`src/rtl/fetch_pkg.sv`:
```
// Shared types and constants for the instruction fetch stage.
package fetch_pkg;

  typedef enum logic {
    FETCH = 1'b0,
    HALT  = 1'b1
  } fetch_state_e;

  localparam logic [31:0] END_OF_TRACE = 32'h0;
  localparam int          PC_STEP      = 4;

  // Buffer entry at the default core widths (12-bit PC, 32-bit instruction).
  typedef struct packed {
    logic [11:0] pc;
    logic [31:0] instr;
  } fetch_entry_t;

endpackage

```
`src/rtl/fetch_fifo.sv`:
```
// Fetch buffer: circular FIFO with head/tail pointers and an occupancy count.
// Flush wins over push and pop; push is accepted when full only alongside a pop.
module fetch_fifo #(
  parameter int DEPTH = 4,
  parameter int WIDTH = 44
) (
  input  logic             clk,
  input  logic             rst_n,
  input  logic             push,
  input  logic [WIDTH-1:0] push_data,
  input  logic             pop,
  input  logic             flush,
  output logic             full,
  output logic             empty,
  output logic [WIDTH-1:0] head_data
);

  localparam int PTR_W = $clog2(DEPTH);

  logic [WIDTH-1:0] mem [DEPTH];
  logic [PTR_W-1:0] head;
  logic [PTR_W-1:0] tail;
  logic [PTR_W:0]   count;
  logic             do_push;
  logic             do_pop;

  assign empty     = (count == '0);
  assign full      = (count == (PTR_W+1)'(DEPTH));
  assign do_pop    = pop && !empty;
  assign do_push   = push && (!full || do_pop);
  assign head_data = mem[head];

  always_ff @(posedge clk) begin
    if (!rst_n || flush) begin
      head  <= '0;
      tail  <= '0;
      count <= '0;
    end else begin
      if (do_push) tail <= tail + 1'b1;
      if (do_pop)  head <= head + 1'b1;
      unique case ({do_push, do_pop})
        2'b10:   count <= count + 1'b1;
        2'b01:   count <= count - 1'b1;
        default: ;
      endcase
    end
  end

  // Storage carries no reset; the occupancy count qualifies every read.
  always_ff @(posedge clk) begin
    if (rst_n && !flush && do_push) mem[tail] <= push_data;
  end

endmodule

```
`src/rtl/fetch_unit.sv`:
```
// Instruction fetch stage: PC register, FETCH/HALT control and fetch buffer.
// Output handshake: a head entry transfers on a rising edge where out_valid && out_ready.
module fetch_unit #(
  parameter int ADDR_WIDTH  = 12,
  parameter int INSTR_WIDTH = 32,
  parameter int DEPTH       = 4
) (
  input  logic                   clk,
  input  logic                   rst_n,
  output logic [ADDR_WIDTH-1:0]  rom_addr,
  input  logic [INSTR_WIDTH-1:0] rom_data,
  input  logic                   redirect_valid,
  input  logic [ADDR_WIDTH-1:0]  redirect_pc,
  output logic                   out_valid,
  input  logic                   out_ready,
  output logic [INSTR_WIDTH-1:0] out_instr,
  output logic [ADDR_WIDTH-1:0]  out_pc,
  output logic                   halted
);

  import fetch_pkg::*;

  typedef struct packed {
    logic [ADDR_WIDTH-1:0]  pc;
    logic [INSTR_WIDTH-1:0] instr;
  } entry_t;

  fetch_state_e          state_q;
  fetch_state_e          state_d;
  logic [ADDR_WIDTH-1:0] pc_q;
  logic                  fifo_full;
  logic                  fifo_empty;
  logic                  pop;
  logic                  push;
  logic                  end_of_trace;
  entry_t                push_entry;
  entry_t                head_entry;
  logic                  unused_redirect_lsbs;

  assign unused_redirect_lsbs = ^redirect_pc[1:0];

  assign rom_addr     = pc_q;
  assign end_of_trace = (rom_data == INSTR_WIDTH'(END_OF_TRACE));
  assign pop          = !fifo_empty && out_ready;
  // A redirect discards this cycle's fetch, so it also blocks the push.
  assign push         = (state_q == FETCH) && !end_of_trace && (!fifo_full || pop)
                        && !redirect_valid;
  assign push_entry   = '{pc: pc_q, instr: rom_data};

  always_ff @(posedge clk) begin
    if (!rst_n) state_q <= FETCH;
    else        state_q <= state_d;
  end

  always_comb begin
    state_d = state_q;
    if (redirect_valid)                          state_d = FETCH;
    else if (state_q == FETCH && end_of_trace)   state_d = HALT;
  end

  always_comb begin
    halted    = (state_q == HALT);
    out_valid = !fifo_empty;
    out_instr = out_valid ? head_entry.instr : '0;
    out_pc    = out_valid ? head_entry.pc    : '0;
  end

  always_ff @(posedge clk) begin
    if (!rst_n)              pc_q <= '0;
    else if (redirect_valid) pc_q <= {redirect_pc[ADDR_WIDTH-1:2], 2'b00};
    else if (push)           pc_q <= pc_q + ADDR_WIDTH'(PC_STEP);
  end

  fetch_fifo #(
    .DEPTH (DEPTH),
    .WIDTH (ADDR_WIDTH + INSTR_WIDTH)
  ) u_fifo (
    .clk       (clk),
    .rst_n     (rst_n),
    .push      (push),
    .push_data (push_entry),
    .pop       (pop),
    .flush     (redirect_valid),
    .full      (fifo_full),
    .empty     (fifo_empty),
    .head_data (head_entry)
  );

endmodule

```
`config.mk`:
```
export PLATFORM = sky130hd
export DESIGN_NAME = fetch_unit
export DESIGN_NICKNAME = d
export VERILOG_FILES = /design/src/rtl/fetch_pkg.sv /design/src/rtl/fetch_fifo.sv /design/src/rtl/fetch_unit.sv
export SDC_FILE = /design/constraint.sdc
export NUM_CORES = 1
export LEC_CHECK = 0
export CORE_ASPECT_RATIO = 0.9
export CORE_UTILIZATION = 49
export DETAILED_ROUTE_END_ITERATION = 10
export MAX_ROUTING_LAYER = met4
export PLACE_DENSITY = 0.8
export SLEW_MARGIN = 25
export SYNTH_ARGS = -nofsm -noshare
export SYNTH_HDL_FRONTEND = slang
export SYNTH_SLANG_ARGS = --single-unit
```
`constraint.sdc`:
```
create_clock -name clk -period 4.9 [get_ports clk]
set_input_delay 0.98 -clock clk [delete_from_list [all_inputs] [get_ports clk]]
set_output_delay 0.98 -clock clk [all_outputs]
set_load 0.01 [all_outputs]
```
## Yosys cells after proc, flatten, opt, wreduce, memory -nomap -nowiden

Memory sizes are Yosys's and may differ from the RTL's. A register that Yosys moved wholly into a read port is not among the register bits.
Index checks and enable logic that the tools add are counted.

- Memories: 1
- Input port bits: 48
- Output and inout port bits: 58
- Word-level logic and storage cells: 48
- RAM bits: 176
- Bits in registers: 20

Memory list:

| name | words | width | read ports | clocked after Yosys merged registers in | write ports | line | RTL |
|---|---|---|---|---|---|---|---|
| u_fifo.mem | 4 | 44 | 1 | 1 | 1 | fetch_fifo.sv:20 | `logic [WIDTH-1:0] mem [DEPTH];` |

- Eq/ne operators: 3
- Bitwise logic cells: 2
- Reductions and logical operators: 22
- Muxes and demuxes: 9
- Add/sub/neg operators: 5

Operator list:

| cell | count |
|---|---|
| $mux W12 | 3 |
| $logic_not A32 Y1 | 1 |
| $mux W32 | 1 |
| $add A12 B3 Y12 const B | 1 |
| $logic_and A1 B1 Y1 | 9 |
| $pmux W3 S2 | 1 |
| $logic_not A1 Y1 | 5 |
| $add A2 B1 Y2 const B | 2 |
| $mux W2 | 2 |
| $reduce_bool A2 Y1 | 2 |
| $add A3 B1 Y3 const B | 1 |
| $eq A3 B3 Y1 const B | 1 |
| $logic_not A3 Y1 | 1 |
| $logic_or A1 B1 Y1 | 3 |
| $sub A3 B1 Y3 const B | 1 |
| $eq A2 B1 Y1 const B | 1 |
| $eq A2 B2 Y1 const B | 1 |
| $mux W1 | 2 |
| $not A1 Y1 | 2 |
| $reduce_or A2 Y1 | 1 |

## Logic depth before layout (Yosys ltp)

Gate-level depths: netlist of run 1.

- Depth after elaboration: 10
- Gate-level depth with buffers: 11
- Mapped depth without buffers: 10

## By module

A second synthesis of run 1 with hierarchy kept.

- Cells, all modules: 419
- Area total of the unflattened synthesis: 7845.0 um^2

By module, submodules not included:

| module | area an instance (um^2) | cells each | instances | seq. area each (um^2) |
|---|---|---|---|---|
| fetch_fifo | 6824.0 | 285 | 1 | 5465.2 |
| fetch_unit | 1021.0 | 134 | 1 | 220.2 |

## Worst setup path before layout of run 1

OpenSTA, ideal clock, no wires.

- Path type: input-to-reg
- From: input port redirect_valid
- To: memory u_fifo.mem[0][0], enable pin
- Path buffers: 1
- Required time: 4.407 ns
- Setup time: 0.493 ns
- Stages: 4
- Slack: 0.029 ns
- Data arrival time: 4.378 ns
- Cell sequence: inv_1 nand2_1 clkbuf_1 nor3_1

- Longest elaborated chain between the ends: 6
- Elaborated cells on any way between the ends: 7
- Classes of those cells: mux: 2; reduce/logical: 5

Ends and longest elaborated chain:

| item | line | RTL |
|---|---|---|
| start, declared | fetch_unit.sv:12 | `input logic redirect_valid,` |
| $logic_not A1 Y1 (*) | fetch_fifo.sv:51, fetch_unit.sv:47 |  |
| $logic_and A1 B1 Y1 | fetch_unit.sv:47 | `&& !redirect_valid;` |
| $logic_and A1 B1 Y1 | fetch_fifo.sv:30 | `assign do_push = push && (!full \|\| do_pop);` |
| $logic_and A1 B1 Y1 (*) | fetch_fifo.sv:51 | `if (rst_n && !flush && do_push) mem[tail] <= push_data;` |
| $mux W1 (*) | fetch_fifo.sv:51 |  |
| $mux W1 (not written as such) (*) | fetch_fifo.sv:51 |  |
| end, declared | fetch_fifo.sv:20 |  |

Every way passes the cells marked *; elsewhere a longest branch is shown, timed or not.

==> results of run 1 <==
-- final cells by class --
type	count	area, sq um
clock buffer	27	514
clock inverter	5	35.0
fill	1011	5520
inverter	12	45.0
multi-input combinational	185	1970
sequential	188	5450
tap	198	248
timing repair buffer	109	1090
-- state kept, by name, summed over array words and instances, names as in the netlist, named ones only --
signal        flops
u_fifo.mem      168
u_fifo.head       2
halted            1
rom_addr         10
u_fifo.count      3
u_fifo.tail       2
-- power by group --
part	internal, mW	leakage [nW]	switching (mW)
Clock	0.720	0.267	0.537
Combinational	0.131	1.01	0.111
Sequential	1.78	1.70	0.0246
-- layout by cell type, fill, tap and decap left out, types with 8 or more instances in the layout --
cell / count
edfxtp_1: 168
clkdlybuf4s50_1: 99
and2_1: 43
mux4_2: 42
clkbuf_16: 18
dfxtp_1: 18
nor2_1: 14
inv_1: 12
o21ai_0: 12
buf_4: 8
-- metal layers --
metal	vias up	GRT usage, %
met4	0	8.19
met5	-	-
met1	2040	25.2
met3	15	3.97
met2	138	31.9
li1	1799	-
-- cell usage after synthesis, drive strengths merged (4+ instances only) --
| library cell | instances |
|---|---|
| clkbuf | 14 |
| nor3 | 5 |
| mux4 | 42 |
| ha | 6 |
| o211ai | 4 |
| a21oi | 6 |
| dfxtp | 20 |
| o21ai | 13 |
| nor4 | 9 |
| and2 | 43 |
| xnor2 | 6 |
| inv | 12 |
| nor2 | 15 |
| xor2 | 5 |
| buf | 9 |
| edfxtp | 168 |
-- final timing paths --
kind / startpoint / end / slack [ns]
min reg2reg: u_fifo.count[2]$_SDFFE_PP0P_ / u_fifo.count[2]$_SDFFE_PP0P_ / 0.53
min: u_fifo.count[2]$_SDFFE_PP0P_ / u_fifo.count[2]$_SDFFE_PP0P_ / 0.53
max: register / out_instr[30] / 1.25
max reg2reg: u_fifo.count[0]$_SDFFE_PP0P_ / u_fifo.count[2]$_SDFFE_PP0P_ / 2.22
-- cell families (layout without fill, tap and decap cells) --
| group | count (synthesis) | in the layout | synth area share [%] |
|---|---|---|---|
| and+or+nand+nor | 87 | 87 | 7.47 |
| AOI/OAI and AO/OA | 31 | 31 | 2.69 |
| DFF | 188 | 188 | 72.2 |
| buffers and inverters | 35 | 153 | 2.11 |
| other | 1 | 4 | 0.0497 |
| muxes | 45 | 45 | 13.0 |
| adders and majority gates | 7 | 7 | 1.26 |
| xor gates and xnor gates | 11 | 11 | 1.28 |
-- critical path: stages (launching register included) --
cell and delay (ns):
dfxtp_2 0.69, buf_12 0.33, mux4_2 0.53, and2_1 0.18, clkdlybuf4s50_1 0.51
-- per-stage QoR --
stage          power [mW]  cells  cell area (sq um)  hold WS [ns]
5_1_grt              3.42    724               9350         0.561
4_1_cts              3.34    724               9350         0.524
2_1_floorplan        1.95    408               7550         0.462
3_5_place_dp         2.09    692               8800         0.515
3_3_place_gp         2.08    692               8800         0.472
6_report             3.31    724               9350         0.529
==> flow_summary_export.csv, run 1 <==
group,metric,value,unit
drt,ant_nets,0,
logic_synthesis,ys_types,39,
sta,setup-tns-final,0,ns
clock_tree,cts-hold-fix-buffers,0,
logic_synthesis,synth.cell_area,7540,sq um
sta,slew_headroom,45.9,%
sta,max_freq,274,MHz
clock_tree,clock_latency,0.43,ns
drt,route.vias.total,3992,
floorplanning,io_pins,106,
global_routing,antenna_found_initial,0,
run_status,outcome,"finished, final reports clean",
setup_path,r2r_cells,8,
clock_tree,cts_made_buffers,17,
clock_tree,clk_pin_slew,0.06,ns
logic_synthesis,yosysTopAreaCell,"edfxtp_1",
sta,fin_skew,0.0166,ns
logic_synthesis,async_flop_share,0,%
clock_tree,htreeDepth,4,
logic_synthesis,ys.flop_type,"edfxtp_1",
global_routing,grt_pass1_wl,22.4,mm
pwr,ir_drop,0.266,mV
drt,wl,14.2,mm
drt,routedWlPerCell,19.6,um
logic_synthesis,yosys.area.top_type_share,66.9,%
clock_tree,cts_root_buf,"clkbuf_16",
logic_synthesis,yosys_warnings,0,
pwr,leakage,2.98,nW
drt,drc,0,
setup_path,critPathKind,"register to output pin",
placement,place_congestion,0.790,
logic_synthesis,netlist_instances,405,
logic_synthesis,ys_top_cells_by_area,"edfxtp_1, mux4_2, dfxtp_1",
placement,port_buffers,99,
sta,setup_ws,1.25,ns
sta,timing.final.hold_violations,0,
clock_tree,postCtsSetupRepairBufs,0,
floorplanning,die_area,15900,sq um
drt,via_per_inst,5.51,
floorplanning,core_area,14900,sq um
finish,diodes,0,
setup_path,cp_max_fo,28,
logic_synthesis,synth_edf_count,168,
floorplanning,initial_core_util,50.7,%
logic_synthesis,yosysSeqAreaShare,72.2,%
worst_hold_path,worstHoldPathCells,2,
sta,finalMaxSlewViolations,0,
worst_hold_path,hp-class,"register to register",
sta,rsz0062_at_grt,"no",
drt,routed.top_layer,"met4",
pwr,p_per_area,354,nW/um^2
global_routing,grt_use_total,19.9,%
sta,finalSetupViolations,0,
finish,utilization,62.9,%
sta,period_share,74.6,%
setup_path,critPathRequiredTime,3.92,ns
global_routing,grt_max_degree,43,
placement,pre_cts_ws,0.951,ns
drt,met3WireLength,732,um
logic_synthesis,syn_area_per_cell,18.6,sq um
floorplanning,std_cell_rows,42,
clock_tree,cts_resized,0,
floorplanning,chipWidth,133,um
drt,wl_met1,6.20,mm
clock_tree,cts_tree,"built",
global_routing,overflow,0,
finish,areaGrowthSynthToFinish,24.0,%
drt,drt_iter0_drc,232,
finish,nNetsFinal,568,
clock_tree,cts_sinks,188,
sta,worstMarginPinSlew,0.811,ns
job,drv_cap,0,
logic_synthesis,synth_seq_cells,188,
placement,dp_hpwl,8.80,mm
global_routing,grt_pass1_vias,4202,
setup_path,critPathLaunchType,"register",
sta,fin_crit,3.65,ns
drt,wl_met2,7.09,mm
setup_path,end_kind,"output pin",
clock_tree,cts_buffer_depth,2,
drt,dr.pass1.iters,4,
setup_path,crit_arrival,2.67,ns
floorplanning,die_h,120,um
finish,drive_above_1_share,18.8,%
Note: power is estimated with default switching activity, not from simulation.
==> inputs of run 2 (changes only) <==
Clock period 4.9 ns to 3.2 ns, I/O delays scaled along.
==> run 2 against run 1 <==
Clock skew decreased by 0.011 ns. Non-clock buffer count increased by 40. Sequential cell count unchanged. Wire length increased by 6.6%. Sequential power increased by 53%. Cell count increased by 5.2%. Total power increased by 59%. Sequential share of layout area decreased by 2.3 points. Worst hold slack improved by 0.0019 ns. Register-to-register slack got worse by 1.5 ns. Utilization increased by 2.6 points. Critical path type is now primary input to register.
==> flow_summary_export.csv, run 2 (synthesis gave the netlist of run 1 again) <==
group,metric,value,unit
run_status,outcome,"finished, final reports clean",
pwr,ir_drop,0.361,mV
pwr,power.share.switching,20.6,%
floorplanning,die_h,120,um
global_routing,grt_max_degree,29,
setup_path,critPathRequiredTime,3.53,ns
drt,via_per_inst,5.32,
setup_path,crit_arrival,3.38,ns
setup_path,end_kind,"register",
drt,ant_nets,0,
setup_path,cp_max_fo,5,
pwr,seqPwrFrac,52.6,%
clock_tree,cts_root_buf,"clkbuf_16",
drt,wl_met1,6.70,mm
global_routing,antenna_found_initial,0,
drt,dr.pass1.iters,5,
sta,setup_ws,0.151,ns
finish,layout_common_cells,"edfxtp_1, clkdlybuf4s50_1, buf_4",
sta,timing.final.hold_violations,0,
worst_hold_path,hp-class,"register to register",
setup_path,critPathTopFamily,"simple AND/OR/NAND/NOR gates",
setup_path,r2r-end,"u_fifo.count[2]$_SDFFE_PP0P_",
drt,routedWlPerCell,19.9,um
global_routing,grt_use_total,21.0,%
placement,place_congestion,0.825,
global_routing,overflow,0,
drt,met3WireLength,728,um
finish,nNetsFinal,608,
drt,drc,0,
sta,finalSetupViolations,0,
sta,fin_skew,0.00613,ns
drt,route.vias.total,4057,
setup_path,r2r_cells,11,
global_routing,grt_pass1_vias,4349,
sta,max_freq,328,MHz
drt,wl,15.1,mm
placement,pre_cts_ws,-0.183,ns
pwr,intPower,4.18,mW
floorplanning,core_area,14900,sq um
setup_path,path_cells,"clkdlybuf4s50_1 > nor4_2 > buf_4 > nand4_2 > o21ai_4 > nand2b_1 > ha_1 > inv_1 > fa_1 > xor2_1 > or3_1 > a21oi_1",
floorplanning,chipWidth,133,um
finish,diodes,0,
clock_tree,clk_pin_slew,0.06,ns
finish,n_fill_cell,1020,
finish,drive_above_1_share,24.8,%
setup_path,worstReg2RegStart,"u_fifo.count[0]$_SDFFE_PP0P_",
job,drv_cap,0,
pwr,power_frac_comb,7.8,%
worst_hold_path,hold_start,"halted$_SDFFE_PP0P_",
clock_tree,cts-hold-fix-buffers,0,
sta,rsz0062_at_grt,"no",
sta,period_share,95.3,%
clock_tree,cts_made_buffers,17,
floorplanning,die_area,15900,sq um
worst_hold_path,holdPathEnd,"halted$_SDFFE_PP0P_",
setup_path,critPathMaxStageDelay,0.51,ns
floorplanning,io_pins,106,
pwr,pwr-share-clk,39.6,%
drt,routed.top_layer,"met4",
drt,drt_iter0_drc,371,
setup_path,slowest_stage,"clkdlybuf4s50_1",
pwr,leakage,3.20,nW
finish,utilization,65.5,%
clock_tree,clock_latency,0.42,ns
placement,dp_hpwl,9.79,mm
drt,wl_met2,7.63,mm
setup_path,r2r_slack,0.69,ns
floorplanning,std_cell_rows,42,
setup_path,critPathLaunchType,"primary input",
floorplanning,initial_core_util,50.7,%
finish,mostFrequentLayoutCell,"edfxtp_1",
finish,max_flop_register,"u_fifo.mem",
finish,largest_register_ffs,168,
sta,finalMaxSlewViolations,0,
clock_tree,cts_tree,"built",
placement,port_buffers,99,
setup_path,critPathKind,"primary input to register",
pwr,p_per_area,540,nW/um^2
clock_tree,cts_buffer_depth,2,
pwr,p_sw,1.08,mW
clock_tree,htreeDepth,4,
setup_path,timing.critical_path.buf_inv,3,
sta,fin_crit,3.05,ns
global_routing,grt_pass1_wl,23.7,mm
finish,areaGrowthSynthToFinish,29.1,%
clock_tree,cts_sinks,188,
worst_hold_path,worstHoldPathCells,2,
-- run 2: changes by cell type in the layout (fill, tap and decap cells not counted), sizes merged --
| cell | before | now |
|---|---|---|
| buf | 10 | 50 |
| clkbuf | 27 | 18 |
| bufinv | 0 | 3 |
| clkinv | 4 | 7 |
| inv | 12 | 13 |
-- run 2: final cells by class --
| class | instances | area, sq um | area share [%] |
|---|---|---|---|
| multi-input cells | 185 | 1980 | 20.4 |
| repair buffers | 149 | 1430 | 14.7 |
| clock buffers | 18 | 429 | 4.41 |
| inverters | 12 | 45.0 | 0.463 |
| well taps | 198 | 248 | 2.54 |
| flip-flops and latches | 188 | 5450 | 56.0 |
| clock inverters | 12 | 149 | 1.53 |
-- run 2: power groups by stage --
stage / clock network [mW] / logic (mW) / registers, mW
global route: 2.19 / 0.438 / 2.78
global placement: 0 / 0.399 / 2.82
detailed placement: 0 / 0.409 / 2.82
finish: 2.08 / 0.409 / 2.77
floorplan: 0 / 0.166 / 2.81
CTS: 2.11 / 0.412 / 2.77
-- run 2: worst register-to-register path: stages (launching register included) --
cell,delay (ns)
dfxtp_1,0.35
nor4b_1,0.31
buf_4,0.17
nor2_2,0.05
o21ai_4,0.06
nand2b_1,0.12
ha_1,0.17
inv_1,0.06
fa_1,0.38
xor2_1,0.17
or3_1,0.33
a21oi_1,0.24
-- run 2: how the worst max path moves through the flow --
stage	slack (ns)	to	from	cells past startpoint
3_5_place_dp	-0.18	u_fifo.count[2]$_SDFFE_PP0P_	rom_data[8]	11
5_1_grt	0.004	u_fifo.count[2]$_SDFFE_PP0P_	rom_data[3]	11
3_3_place_gp	-0.07	u_fifo.count[2]$_SDFFE_PP0P_	rom_data[8]	11
4_1_cts	0.11	out_instr[30]	register	4
6_report	0.15	u_fifo.count[2]$_SDFFE_PP0P_	rom_data[13]	12
2_1_floorplan	-1.26	u_fifo.mem[1][0]$_DFFE_PP_	out_ready	5
-- run 2: timing repair --
item,4_1_cts,5_1_grt
setup buffers,0,0
gates resized for setup,0,1
setup endpoints to repair,0,1
-- run 2: metal layers --
| metal | track usage [%] | vias to the layer above |
|---|---|---|
| met5 | - | - |
| met4 | 5.89 | 0 |
| met3 | 5.41 | 6 |
| met2 | 32.8 | 122 |
| met1 | 27.6 | 2051 |
| li1 | - | 1878 |
-- run 2: per-stage QoR --
| stage | total power, mW | cells | area [sq um] | TNS, ns | hold slack [ns] |
|---|---|---|---|---|---|
| 6_report | 5.26 | 762 | 9730 | 0 | 0.531 |
| 5_1_grt | 5.41 | 762 | 9730 | 0 | 0.568 |
| 4_1_cts | 5.29 | 762 | 9730 | 0 | 0.538 |
| 3_5_place_dp | 3.23 | 732 | 9150 | -0.183 | 0.526 |
| 3_3_place_gp | 3.21 | 732 | 9150 | -0.0709 | 0.471 |
| 2_1_floorplan | 2.98 | 408 | 7560 | -159.27 | 0.462 |
==> RTL edit, RTL diff (flow settings as in run 2) <==
Set the parameter `ADDR_WIDTH` to 13 (it was 12).
--- a/src/rtl/fetch_unit.sv
+++ b/src/rtl/fetch_unit.sv
@@ -1,7 +1,7 @@
 // Instruction fetch stage: PC register, FETCH/HALT control and fetch buffer.
 // Output handshake: a head entry transfers on a rising edge where out_valid && out_ready.
 module fetch_unit #(
-  parameter int ADDR_WIDTH  = 12,
+  parameter int ADDR_WIDTH  = 13,
   parameter int INSTR_WIDTH = 32,
   parameter int DEPTH       = 4
 ) (
Interface: changed (resized out_pc, redirect_pc and rom_addr); port bits go from 106 to 109. No check against the original RTL was run, so the function may have changed too.
==> RTL edit against run 2 <==
- sequential power grew 3%
- final area grew 2.7%
- critical path depth increased by 1
- synthesized cell count is 1.2% higher
- area after synthesis up 1.6%
- wire length rose by 1.2%
- worst setup slack better by 14 ps
- largest cell class unchanged
- power up 3.7%
- sequential cell count increased by 5
==> RTL edit: results (changes against run 2) <==
# port buffers: 102 (was 99)
Final nets: 625 (was 608)
largest net degree at the start of global routing: 33 (was 29)
register area share after synthesis: 72.9% (was 72.2%)
vias in the first global route: 4435 (was 4349)
Critical Path Start: rom_data[4] (was rom_data[13])
DR vias/cell: 5.51 (was 5.32)
Largest register FFs: 172 (was 168)
Routability Congestion: 0.781 (was 0.825)
Max Slew Vio Count: 0 (unchanged)
Post-synth EDFFs: 172 (was 168)
first-pass GRT wire length: 24.0 mm (was 23.7 mm)
WP data arrival: 3400 ps (was 3380 ps)
pre-CTS WS: -315 ps (was -183 ps)
top cells by count, synth: edfxtp_1 (172), and2_1 (45), mux4_2 (43) (was edfxtp_1 (168), and2_1 (43), mux4_2 (42))
R2R Path Start: u_fifo.count[1] (was u_fifo.count[0])
FILL cells: 993 (was 1020)
share of layout cells above drive strength 1: 25.3% (was 24.8%)
critical path fanouts, max: 2 (was 5)
Netlist cell types: 38 (was 39)
Clock Pin Slew Worst Setup and Hold Paths: 70 ps
final wirelength: 15.3 mm (was 15.1 mm)
1st-iter DRT viols: 300 (was 371)
maximum vdd drop: 433 uV (was 361 uV)
placed cell area: 0.00936 mm2 (was 0.00915 mm2)
clk_lat worst skew: 440 ps (was 420 ps)
status: completed (unchanged)
startpoint of the worst hold path: rom_addr[12] (was halted)
Area contributors post-synth: edfxtp_1 (67%), mux4_2 (13%), dfxtp_1 (5.5%) (was edfxtp_1 (67%), mux4_2 (13%), dfxtp_1 (5.3%))
DR pass1 iterations: 4 (was 5)
Tot GR Track Use: 21.1% (was 21.0%)
clk_skew: 9.21 ps (was 6.13 ps)
## RTL edit: area by class of cell
| cell class | count | area [um2] | area share [%] |
|---|---|---|---|
| flip-flops and latches | 193 | 5590 | 55.9 |
| multi-input cells | 192 | 1980 | 19.8 |
| repair buffers | 159 | 1540 | 15.4 |
| clock buffers | 18 | 429 | 4.29 |
| well taps | 198 | 248 | 2.48 |
| clock inverters | 14 | 190 | 1.90 |
| inverters | 6 | 22.5 | 0.225 |
## RTL edit: per-layer routing
metal | track usage, % | part of all wire (%)
met1 | 26.6 | 43
met2 | 33.6 | 49
met3 | 5.28 | 6.3
met4 | 7.32 | 1.8
met5 | - | 0
## RTL edit: report_power, final
group	total (mW)	internal, mW	switching, mW
combinational	0.420	0.238	0.183
clock	2.19	1.30	0.886
sequential	2.84	2.80	0.0404
total	5.45	4.34	1.11
## RTL edit: worst paths after layout
kind,end,slack (ps),cells past startpoint
max,u_fifo.count[2],160,13
min,u_fifo.mem[2][44],540,0
max reg2reg,u_fifo.count[2],780,9
min reg2reg,u_fifo.mem[2][44],540,0
## RTL edit: per-stage QoR
stage	cells	hold WS [ps]	utilization, %	TNS, ps
floorplan	413	462	-	0
global placement	748	473	62.5	-225
detailed placement	748	510	62.5	-479
CTS	780	538	66.7	0
global route	780	553	66.8	-12.2
finish	780	545	66.8	0
## RTL edit: what timing repair did
item,in CTS,in global routing
resized for setup,0,3
hold buffers,0,0
setup endpoints to repair,0,1
endpoints found under the hold margin,0,0
## RTL edit: cells by family after synthesis
family,Yosys count,synth area share [%]
compound gates,35,2.79
xor+xnor,11,1.26
fa+ha+maj,7,1.24
buf+inv,28,1.63
flops,193,72.9
mux,45,12.9
other cells,1,0.0489
simple gates,90,7.22
## RTL edit: worst max-delay path, stage by stage
cell	delay (ps)
clkdlybuf4s50_1	440
nor4_1	280
buf_4	160
nand4_1	260
nor2_1	240
nor3_1	90
nand2_1	90
ha_1	170
inv_1	50
fa_1	370
xor2_1	160
or3_1	320
a21oi_2	140
